**src/rtl/vote_pkg.sv**
```systemverilog
`default_nettype none
// +-----------------------------------------------------------------------+
// | vote_pkg                                                              |
// | Shared types, defaults and helpers for the ballot datapath.           |
// | Revision: 1.0                                                         |
// +-----------------------------------------------------------------------+
package vote_pkg;

  typedef enum logic [1:0] {
    IDLE    = 2'd0,
    ARMED   = 2'd1,
    CONFIRM = 2'd2
  } vote_state_e;

  localparam int DEFAULT_CNT_W    = 8;
  localparam int DEFAULT_DEBOUNCE = 10;

  // True when exactly one bit of v is set; callers zero-extend to 16 bits.
  function automatic logic pop_is_one(input logic [15:0] v);
    int n;
    n = 0;
    for (int i = 0; i < 16; i++) n += int'(v[i]);
    return (n == 1);
  endfunction

endpackage
`default_nettype wire

```
**src/rtl/vote_button_debounce.sv**
```systemverilog
`default_nettype none
// +-----------------------------------------------------------------------+
// | vote_button_debounce                                                  |
// | Emits one press pulse after DEBOUNCE_CYC consecutive high cycles.     |
// | Revision: 1.0                                                         |
// +-----------------------------------------------------------------------+
module vote_button_debounce
  import vote_pkg::*;
#(
  parameter int DEBOUNCE_CYC = DEFAULT_DEBOUNCE
) (
  input  logic clk,
  input  logic reset,
  input  logic btn_i,
  output logic press_pulse_o
);

  localparam int CW = $clog2(DEBOUNCE_CYC + 1);

  logic [CW-1:0] cnt_q, cnt_d;
  logic          pulse_q, pulse_d;

  // Count saturates at DEBOUNCE_CYC, so a held button pulses only once.
  always_comb begin
    cnt_d   = cnt_q;
    pulse_d = btn_i && (cnt_q == CW'(DEBOUNCE_CYC - 1));
    if (!btn_i) begin
      cnt_d = '0;
    end else if (cnt_q != CW'(DEBOUNCE_CYC)) begin
      cnt_d = cnt_q + 1'b1;
    end
  end

  always_ff @(posedge clk) begin
    if (reset) begin
      cnt_q   <= '0;
      pulse_q <= 1'b0;
    end else begin
      cnt_q   <= cnt_d;
      pulse_q <= pulse_d;
    end
  end

  assign press_pulse_o = pulse_q;

endmodule
`default_nettype wire

```
**src/rtl/vote_tally_engine.sv**
```systemverilog
`default_nettype none
// +-----------------------------------------------------------------------+
// | vote_tally_engine                                                     |
// | Armed-ballot voting block with saturating tallies and leader scan.    |
// | Revision: 1.0                                                         |
// +-----------------------------------------------------------------------+
module vote_tally_engine
  import vote_pkg::*;
#(
  parameter int NUM_CAND     = 4,
  parameter int CNT_W        = DEFAULT_CNT_W,
  parameter int DEBOUNCE_CYC = DEFAULT_DEBOUNCE,
  parameter int HOLD_CYC     = 10,
  parameter int SEL_W        = 2
) (
  input  logic                clk,
  input  logic                reset,
  input  logic                mode_i,
  input  logic                arm_i,
  input  logic [NUM_CAND-1:0] button_i,
  input  logic [SEL_W-1:0]    sel_i,
  output logic [CNT_W-1:0]    led_o,
  output logic                ready_o,
  output logic                vote_ack_o,
  output logic                vote_err_o,
  output logic                sat_o,
  output logic [CNT_W-1:0]    total_o,
  output logic [SEL_W-1:0]    leader_o,
  output logic                leader_tie_o
);

  localparam int             HW   = $clog2(HOLD_CYC + 1);
  localparam logic [CNT_W-1:0] CMAX = '1;

  logic [NUM_CAND-1:0] press;

  for (genvar g = 0; g < NUM_CAND; g++) begin : g_debounce
    vote_button_debounce #(.DEBOUNCE_CYC(DEBOUNCE_CYC)) u_db (
      .clk          (clk),
      .reset        (reset),
      .btn_i        (button_i[g]),
      .press_pulse_o(press[g])
    );
  end

  vote_state_e      state_q, state_d;
  logic [HW-1:0]    hold_q, hold_d;
  logic [CNT_W-1:0] tally_q [NUM_CAND];
  logic [CNT_W-1:0] tally_d [NUM_CAND];
  logic [CNT_W-1:0] total_q, total_d;
  logic [CNT_W-1:0] led_q, led_d;
  logic             sat_q, sat_d;
  logic             ack_q, ack_d;
  logic             err_q, err_d;
  logic             ready_q, ready_d;
  logic             press_one;
  logic [SEL_W-1:0] press_idx;

  always_comb begin
    press_idx = '0;
    for (int i = 0; i < NUM_CAND; i++) begin
      if (press[i]) press_idx = SEL_W'(i);
    end
    press_one = pop_is_one(16'(press));
  end

  always_comb begin
    state_d = state_q;
    hold_d  = hold_q;
    tally_d = tally_q;
    total_d = total_q;
    sat_d   = sat_q;
    ack_d   = 1'b0;
    err_d   = 1'b0;
    case (state_q)
      IDLE: begin
        if (arm_i && !mode_i) state_d = ARMED;
      end
      ARMED: begin
        // Switching to result mode cancels the ballot before any press counts.
        if (mode_i) begin
          state_d = IDLE;
        end else if (press_one) begin
          if (tally_q[press_idx] == CMAX) sat_d = 1'b1;
          else tally_d[press_idx] = tally_q[press_idx] + 1'b1;
          if (total_q != CMAX) total_d = total_q + 1'b1;
          ack_d   = 1'b1;
          hold_d  = '0;
          state_d = CONFIRM;
        end else if (|press) begin
          err_d = 1'b1;
        end
      end
      CONFIRM: begin
        if (hold_q == HW'(HOLD_CYC - 1)) state_d = IDLE;
        else hold_d = hold_q + 1'b1;
      end
      default: state_d = IDLE;
    endcase

    ready_d = (state_d == ARMED);
    led_d   = '0;
    if (mode_i) begin
      if (32'(sel_i) < NUM_CAND) led_d = tally_q[sel_i];
    end else if (state_d == CONFIRM) begin
      led_d = CMAX;
    end
  end

  // Background leader scan: one candidate per cycle, published at pass end.
  logic [SEL_W-1:0] scan_q, scan_d, ridx_q, ridx_d, leader_q, leader_d;
  logic [CNT_W-1:0] rmax_q, rmax_d, cur;
  logic             rtie_q, rtie_d, ltie_q, ltie_d, last;

  always_comb begin
    cur      = tally_q[scan_q];
    last     = (scan_q == SEL_W'(NUM_CAND - 1));
    rmax_d   = rmax_q;
    ridx_d   = ridx_q;
    rtie_d   = rtie_q;
    leader_d = leader_q;
    ltie_d   = ltie_q;
    if (scan_q == '0 || cur > rmax_q) begin
      rmax_d = cur;
      ridx_d = scan_q;
      rtie_d = 1'b0;
    end else if (cur == rmax_q) begin
      rtie_d = 1'b1;
    end
    scan_d = last ? '0 : scan_q + 1'b1;
    if (last) begin
      leader_d = ridx_d;
      ltie_d   = rtie_d && (rmax_d != '0);
    end
  end

  always_ff @(posedge clk) begin
    if (reset) begin
      state_q  <= IDLE;
      hold_q   <= '0;
      total_q  <= '0;
      led_q    <= '0;
      sat_q    <= 1'b0;
      ack_q    <= 1'b0;
      err_q    <= 1'b0;
      ready_q  <= 1'b0;
      scan_q   <= '0;
      ridx_q   <= '0;
      rmax_q   <= '0;
      rtie_q   <= 1'b0;
      leader_q <= '0;
      ltie_q   <= 1'b0;
      for (int i = 0; i < NUM_CAND; i++) tally_q[i] <= '0;
    end else begin
      state_q  <= state_d;
      hold_q   <= hold_d;
      total_q  <= total_d;
      led_q    <= led_d;
      sat_q    <= sat_d;
      ack_q    <= ack_d;
      err_q    <= err_d;
      ready_q  <= ready_d;
      scan_q   <= scan_d;
      ridx_q   <= ridx_d;
      rmax_q   <= rmax_d;
      rtie_q   <= rtie_d;
      leader_q <= leader_d;
      ltie_q   <= ltie_d;
      for (int i = 0; i < NUM_CAND; i++) tally_q[i] <= tally_d[i];
    end
  end

  assign led_o        = led_q;
  assign ready_o      = ready_q;
  assign vote_ack_o   = ack_q;
  assign vote_err_o   = err_q;
  assign sat_o        = sat_q;
  assign total_o      = total_q;
  assign leader_o     = leader_q;
  assign leader_tie_o = ltie_q;

endmodule
`default_nettype wire

```
**config.mk**
```make
export PLATFORM = sky130hd
export DESIGN_NAME = vote_tally_engine
export DESIGN_NICKNAME = d
export VERILOG_FILES = /design/src/rtl/vote_pkg.sv /design/src/rtl/vote_button_debounce.sv /design/src/rtl/vote_tally_engine.sv
export SDC_FILE = /design/constraint.sdc
export NUM_CORES = 1
export LEC_CHECK = 0
export ABC_AREA = 1
export CAP_MARGIN = 15
export CORE_MARGIN = 2
export CORE_UTILIZATION = 54
export DETAILED_ROUTE_END_ITERATION = 10
export PLACE_DENSITY = 0.77
export REMOVE_ABC_BUFFERS = 1
export SKIP_LAST_GASP = 1
export SLEW_MARGIN = 10
export SYNTH_ARGS = -nofsm -noshare
export SYNTH_HDL_FRONTEND = slang
export SYNTH_HIERARCHICAL = 1
export SYNTH_SLANG_ARGS = --single-unit
```
**constraint.sdc**
```tcl
create_clock -name clk -period 3.1 [get_ports clk]
set_clock_uncertainty 0.2 [all_clocks]
set_input_delay 0.62 -clock clk [delete_from_list [all_inputs] [get_ports clk]]
set_output_delay 0.62 -clock clk [all_outputs]
set_load 0.02 [all_outputs]
```
# Yosys cells after proc, flatten, opt, wreduce, memory -nomap -nowiden
# Index checks and enable logic that the tools add are counted.
# Widths: inputs -> output; s select.
# op_classes
bitwise,10
mux,32
order_cmp,5
add_sub_neg,11
reduce_logical,25
eq_ne,21
# op_table
cell,count
$mux 8,10
$bmux 8 s2,3
$bwmux 32,1
$add 4x1->4 const B,5
$eq 4x4->1 const B,5
$add 8x1->8 const B,2
$demux 8 s2,1
$ne 4x4->1 const B,4
$reduce_and 4->1,4
$mux 2,7
$mux 4,3
$reduce_or 2->1,5
$ge 3x3->1 const B,3
$not 2->3,3
$eq 8x8->1,1
$eq 8x8->1 const B,1
$gt 8x8->1,1
$ne 8x8->1 const B,1
$pmux 4 s2,1
$reduce_bool 8->1,1
$reduce_or 4->1,2
$logic_and 1x1->1,7
$not 1->1,7
$eq 2x2->1 const B,3
15 further kinds,23
# totals
reg_bits,94
wordCells,130

# Logic depth before layout (Yosys ltp)
# logic_depth
ltp_word,10
mapped_depth,22
ltp_nobuf,21

# Modules after synthesis
# The synthesis kept the hierarchy.
# modules_own_cells
module,cells_each,area_per_inst_um2,seq_area_each_um2,n_inst
vote_tally_engine,618,4252.8,1481.4,1
vote_button_debounce,33,251.5,100.1,4

# Worst setup path before layout
# OpenSTA, ideal clock, no wires.
# synth_path
path_type,register -> register
start,register g_debounce[1].u_db.pulse_q
end,register total_q[7] (netlist: total_o[7])
arrival_ns,2.633
path_slack_ns,0.150
stages_incl_launch_ff,15
cell_sequence,dfxtp_1 -> inv_1 -> fa_1 -> inv_1 -> ha_1 -> ha_1 -> nand3b_1 -> nor3_4 -> inv_2 -> nor2_2 -> inv_2 -> nor3_2 -> nand3_1 -> o21ai_0 -> nor2_1
# synth_via
elab_chain_len,5
# synth_lines
element,line,source
from (decl),vote_button_debounce.sv:21,"logic pulse_q, pulse_d;"
from (signal assigned),vote_button_debounce.sv:40,pulse_q <= pulse_d;
$add 1x1->2,vote_pkg.sv:22,for (int i = 0; i < 16; i++) n += int'(v[i]);
$add 2x1->3,vote_pkg.sv:22,
$add 3x1->4,vote_pkg.sv:22,
$eq 4x1->1,vote_pkg.sv:23,return (n == 1);
$reduce_and 4->1 (no line),--,
to (signal assigned),vote_tally_engine.sv:157,total_q <= total_d;
to (decl),vote_tally_engine.sv:50,"logic [CNT_W-1:0] total_q, total_d;"
# No other way between the ends.
# A chain may end at the register's enable or synchronous reset.

# Worst setup path after layout
# layout_path
start,register g_debounce[1].u_db.pulse_q
end,register tally_q[28] (netlist bit)
# layout_via
elab_chain_len,10
word_cells_on_any_way,21
classes_between,add/sub (4); order compare (2); eq/ne (2); mux (9); bitwise (2); reduce/logical (2)
# layout_lines
element,line,source
branches (longest 10 deep; another with $add 8x1->8),--,
to (decl),vote_tally_engine.sv:48,logic [CNT_W-1:0] tally_q [NUM_CAND];
# Several ways; the timed one is not identified. The select of a mux whose other input is x is not followed.

==> flow_summary_export.csv <==
group,metric,value,unit
timing,report.final.hold_viol_count,0,
drt,avgViaCountPerCell,5.35,
drt,wl_met1,5.30,mm
synthesis,synthTopCellsByArea,"sky130_fd_sc_hd__dfxtp_1, sky130_fd_sc_hd__nand2_1, sky130_fd_sc_hd__inv_1, sky130_fd_sc_hd__ha_1, sky130_fd_sc_hd__nor2_1",
critical_path,critical_path_class,"flop to flop",
drt,final_antenna_net_count,0,
status,outcome,"finished, final reports clean",
timing,maxClockFrequency,335,MHz
critical_path,reg2reg_depth,12,
placement,buffer_ports.inserted,32,
timing,grt_setup_unrepaired,"false",
flow_run,drv.max_cap_violation_count,0,
drt,dr_wl_met3,781,um
die,core-area,9590,um^2
clock_tree,clk_pin_slew_worst_paths,0.10,ns
hold_path,hold_class,"flop to flop",
global_routing,number_of_global_route_vias_before_repair,4530,
global_routing,grt_overflow,0,
die,fp.dieArea,10500,um^2
drt,detail_route.wl_per_cell,13.8,um
clock_tree,worst_skew_pair.late_latency,0.37,ns
clock_tree,clk_path_buf_depth,2,
timing,relSlewSlack,0.627,
timing,ratio_of_final_minimum_period_to_clock_period,0.962,
final_layout,areaGrowthSynthToFinish,13.5,%
synthesis,synth_area,5260,um^2
drt,detailroute.via_count,4969,
drt,met2_wirelength,6.26,mm
pwr,pwr_density_cell,462,nW/um^2
die,initial_core_util,0.548,
critical_path,reg2reg_setup_slack,0.12,ns
placement,dp_hpwl,9.25,mm
placement,gp_routability_congestion,0.987,
drt,routed.top_layer,"met4",
timing,post-route-worst-setup-slack,0.118,ns
drt,drtPass1Iterations,5,
timing,setup_viol,0,
critical_path,worst_r2r_startpoint,"g_debounce[1].u_db/press_pulse_o",
synthesis,post-synth-top-area-fraction,0.358,
clock_tree,tritoncts,"built",
placement,worst_slack_after_detailed_placement,0.0843,ns
synthesis,syn_avg_cell_area,7.01,um^2
clock_tree,clock_sink_count,94,
synthesis,yosys_most_used_dff,"sky130_fd_sc_hd__dfxtp_1",
synthesis,synth.ff_latch_count,94,
synthesis,sequential_cell_area_fraction_in_the_yosys_report,0.358,
timing,slew_of_the_pin_with_the_lowest_slew_margin,0.559,ns
timing,maxSlewViolCount,0,
synthesis,synth-edff-count,0,
critical_path,r2r_end,"tally_q[28]",
clock_tree,ctsHtreeMaxLevel,3,
synthesis,ys.warnings.count,6,
clock_tree,cts_buffers,9,
timing,fin_setup_tns,0,ns
drt,drcViolationCount,0,
synthesis,synth.cells.most_frequent,"sky130_fd_sc_hd__nand2_1, sky130_fd_sc_hd__inv_1, sky130_fd_sc_hd__dfxtp_1",
final_layout,insertedDiodeCount,0,
critical_path,timing.critical_path.required,3.20,ns
hold_path,min_from,"state_q[1]",
die,die-height,103,um
global_routing,track_usage,0.253,
synthesis,synth_top_cell_by_area,"sky130_fd_sc_hd__dfxtp_1",
pwr,vdd_ir_drop_max,0.268,mV
timing,fin_crit,2.98,ns
synthesis,post-synth-top-count-cell,"sky130_fd_sc_hd__nand2_1",
synthesis,synth_cell_type_count,44,
critical_path,critical_path.startpoint,"g_debounce[1].u_db/press_pulse_o",
final_layout,design.final.nets,830,
die,num_io_pins,33,
die,row_count,36,
critical_path,worstSetupEndpointType,"flop",
die,fp.dieW,103,um
drt,finalWirelength,12.8,mm
critical_path,critical_path.max_fanout,5,
final_layout,drive_above_1_share,0.118,
synthesis,post_synth_inst_count,750,
synthesis,synthArstFlopShare,0,
critical_path,critPathArrivalTime,3.09,ns
global_routing,grt_start_max_net_pins,35,
global_routing,initial_antenna_violation_count,0,
critical_path,worstSetupStartpointType,"flop",
clock_tree,ctsHoldBuffers,0,
global_routing,grt_pass1_wl,20.8,mm
clock_tree,clock_tree.root_cell,"sky130_fd_sc_hd__clkbuf_8",
pwr,cellLeakagePower,2.64,nW
critical_path,worstSetupEndpoint,"tally_q[28]",
drt,detailedRoute.firstIterationViolations,330,
[placed cells by master, fill, tap and decap left out, types with 2 or more instances in the layout]
master / netlist / routed
sky130_fd_sc_hd__nor2_1: 88 / 88
sky130_fd_sc_hd__nand2_2: 12 / 13
sky130_fd_sc_hd__and2_1: 6 / 6
sky130_fd_sc_hd__nand3b_1: 4 / 4
sky130_fd_sc_hd__a21oi_2: 12 / 12
sky130_fd_sc_hd__nand3_1: 20 / 20
sky130_fd_sc_hd__nand2_4: 2 / 3
sky130_fd_sc_hd__nor2_4: 5 / 6
sky130_fd_sc_hd__inv_1: 104 / 103
sky130_fd_sc_hd__nand3_2: 9 / 9
sky130_fd_sc_hd__nand4_2: 3 / 3
sky130_fd_sc_hd__clkinvlp_4: 0 / 3
sky130_fd_sc_hd__clkbuf_8: 0 / 10
sky130_fd_sc_hd__clkdlybuf4s50_1: 0 / 31
sky130_fd_sc_hd__o21ai_0: 38 / 37
sky130_fd_sc_hd__or2_2: 3 / 3
sky130_fd_sc_hd__inv_2: 2 / 3
sky130_fd_sc_hd__nor3_1: 2 / 2
sky130_fd_sc_hd__ha_1: 29 / 29
sky130_fd_sc_hd__clkinv_4: 0 / 2
sky130_fd_sc_hd__nand4_1: 15 / 15
sky130_fd_sc_hd__and3_1: 3 / 3
sky130_fd_sc_hd__a2111oi_0: 3 / 3
sky130_fd_sc_hd__buf_4: 0 / 17
sky130_fd_sc_hd__nand2_1: 190 / 188
sky130_fd_sc_hd__dfxtp_1: 94 / 94
sky130_fd_sc_hd__o22a_1: 2 / 2
sky130_fd_sc_hd__a21oi_1: 60 / 60
sky130_fd_sc_hd__xor2_1: 5 / 5
[layout make-up]
cell class,count,area (um^2)
Clock buffer,11,141
Timing Repair Buffer,50,463
Clock inverter,5,43.8
Multi-Input combinational cell,526,2860
Tap cell,133,166
Fill cell,890,3620
Inverter,109,418
Sequential cell,94,1880
[through the flow]
stage | total power, mW | utilization | instance area, um^2 | instances | hold slack [ns]
final | 2.76 | 0.622 | 5970 | 928 | 0.265
after global routing | 2.93 | 0.622 | 5970 | 928 | 0.289
after CTS | 2.76 | 0.619 | 5940 | 926 | 0.265
after detailed placement | 2.00 | 0.600 | 5750 | 910 | 0.250
after global placement | 1.98 | 0.600 | 5750 | 910 | 0.236
after floorplan | 1.79 | - | 5140 | 729 | 0.221
[worst min-delay path by stage]
stage / to / depth (start not counted) / slack, ns
after floorplan: ready_o / 1 / 0.22
after global placement: state_q[0] / 1 / 0.24
after detailed placement: state_q[0] / 1 / 0.25
after CTS: state_q[0] / 1 / 0.27
after global routing: state_q[0] / 1 / 0.29
final: state_q[0] / 1 / 0.27
[logic make-up (layout without fill, tap and decap cells)]
group / Yosys count / after routing / share of synthesized area
AND/OR/NAND/NOR: 369 / 369 / 0.325
flip-flops: 94 / 94 / 0.358
buffers and inverters: 130 / 175 / 0.102
XOR/XNOR: 6 / 6 / 0.00999
adder cells (fa/ha/maj): 30 / 30 / 0.0728
AO/OA/AOI/OAI: 121 / 121 / 0.133
[worst max-delay path, stage by stage, from the launching register on]
cell and delay (ns):
sky130_fd_sc_hd__dfxtp_1 0.39, sky130_fd_sc_hd__inv_2 0.09, sky130_fd_sc_hd__fa_1 0.51, sky130_fd_sc_hd__inv_1 0.04, sky130_fd_sc_hd__ha_1 0.17, sky130_fd_sc_hd__ha_1 0.26, sky130_fd_sc_hd__nand3b_1 0.22, sky130_fd_sc_hd__nor3_4 0.16
sky130_fd_sc_hd__buf_4 0.18, sky130_fd_sc_hd__nand3_2 0.16, sky130_fd_sc_hd__inv_1 0.28, sky130_fd_sc_hd__nand2_1 0.11, sky130_fd_sc_hd__a21oi_2 0.12
[sequential cells by signal (all words and copies together), names as in the netlist, 2 cells and up]
name,flops
g_debounce.u_db/press_pulse_o,4
scan_q,2
rmax_q,8
state_q,2
ridx_q,2
hold_q,4
leader_o,2
tally_q,32
g_debounce.u_db/cnt_q,16
total_o,8
led_o,8
[report_power, final]
part / leakage, nW / total, mW / switching, mW / internal (mW)
Sequential: 0.762 / 1.31 / 0.0318 / 1.28
Clock: 0.0877 / 0.771 / 0.449 / 0.322
Combinational: 1.79 / 0.678 / 0.431 / 0.247
Total: 2.64 / 2.76 / 0.912 / 1.85
[repair_timing]
item                       in CTS  in global routing
buffers inserted                0                  2
setup endpoints to repair       0                 23
gates resized for setup         0                  7
[routing by layer]
metal,global-route usage,up-vias
li1,-,2454
met1,0.311,2292
met2,0.433,174
met3,0.0420,49
met4,0.115,0
met5,0,-
Note: power is estimated with default switching activity, not from simulation.
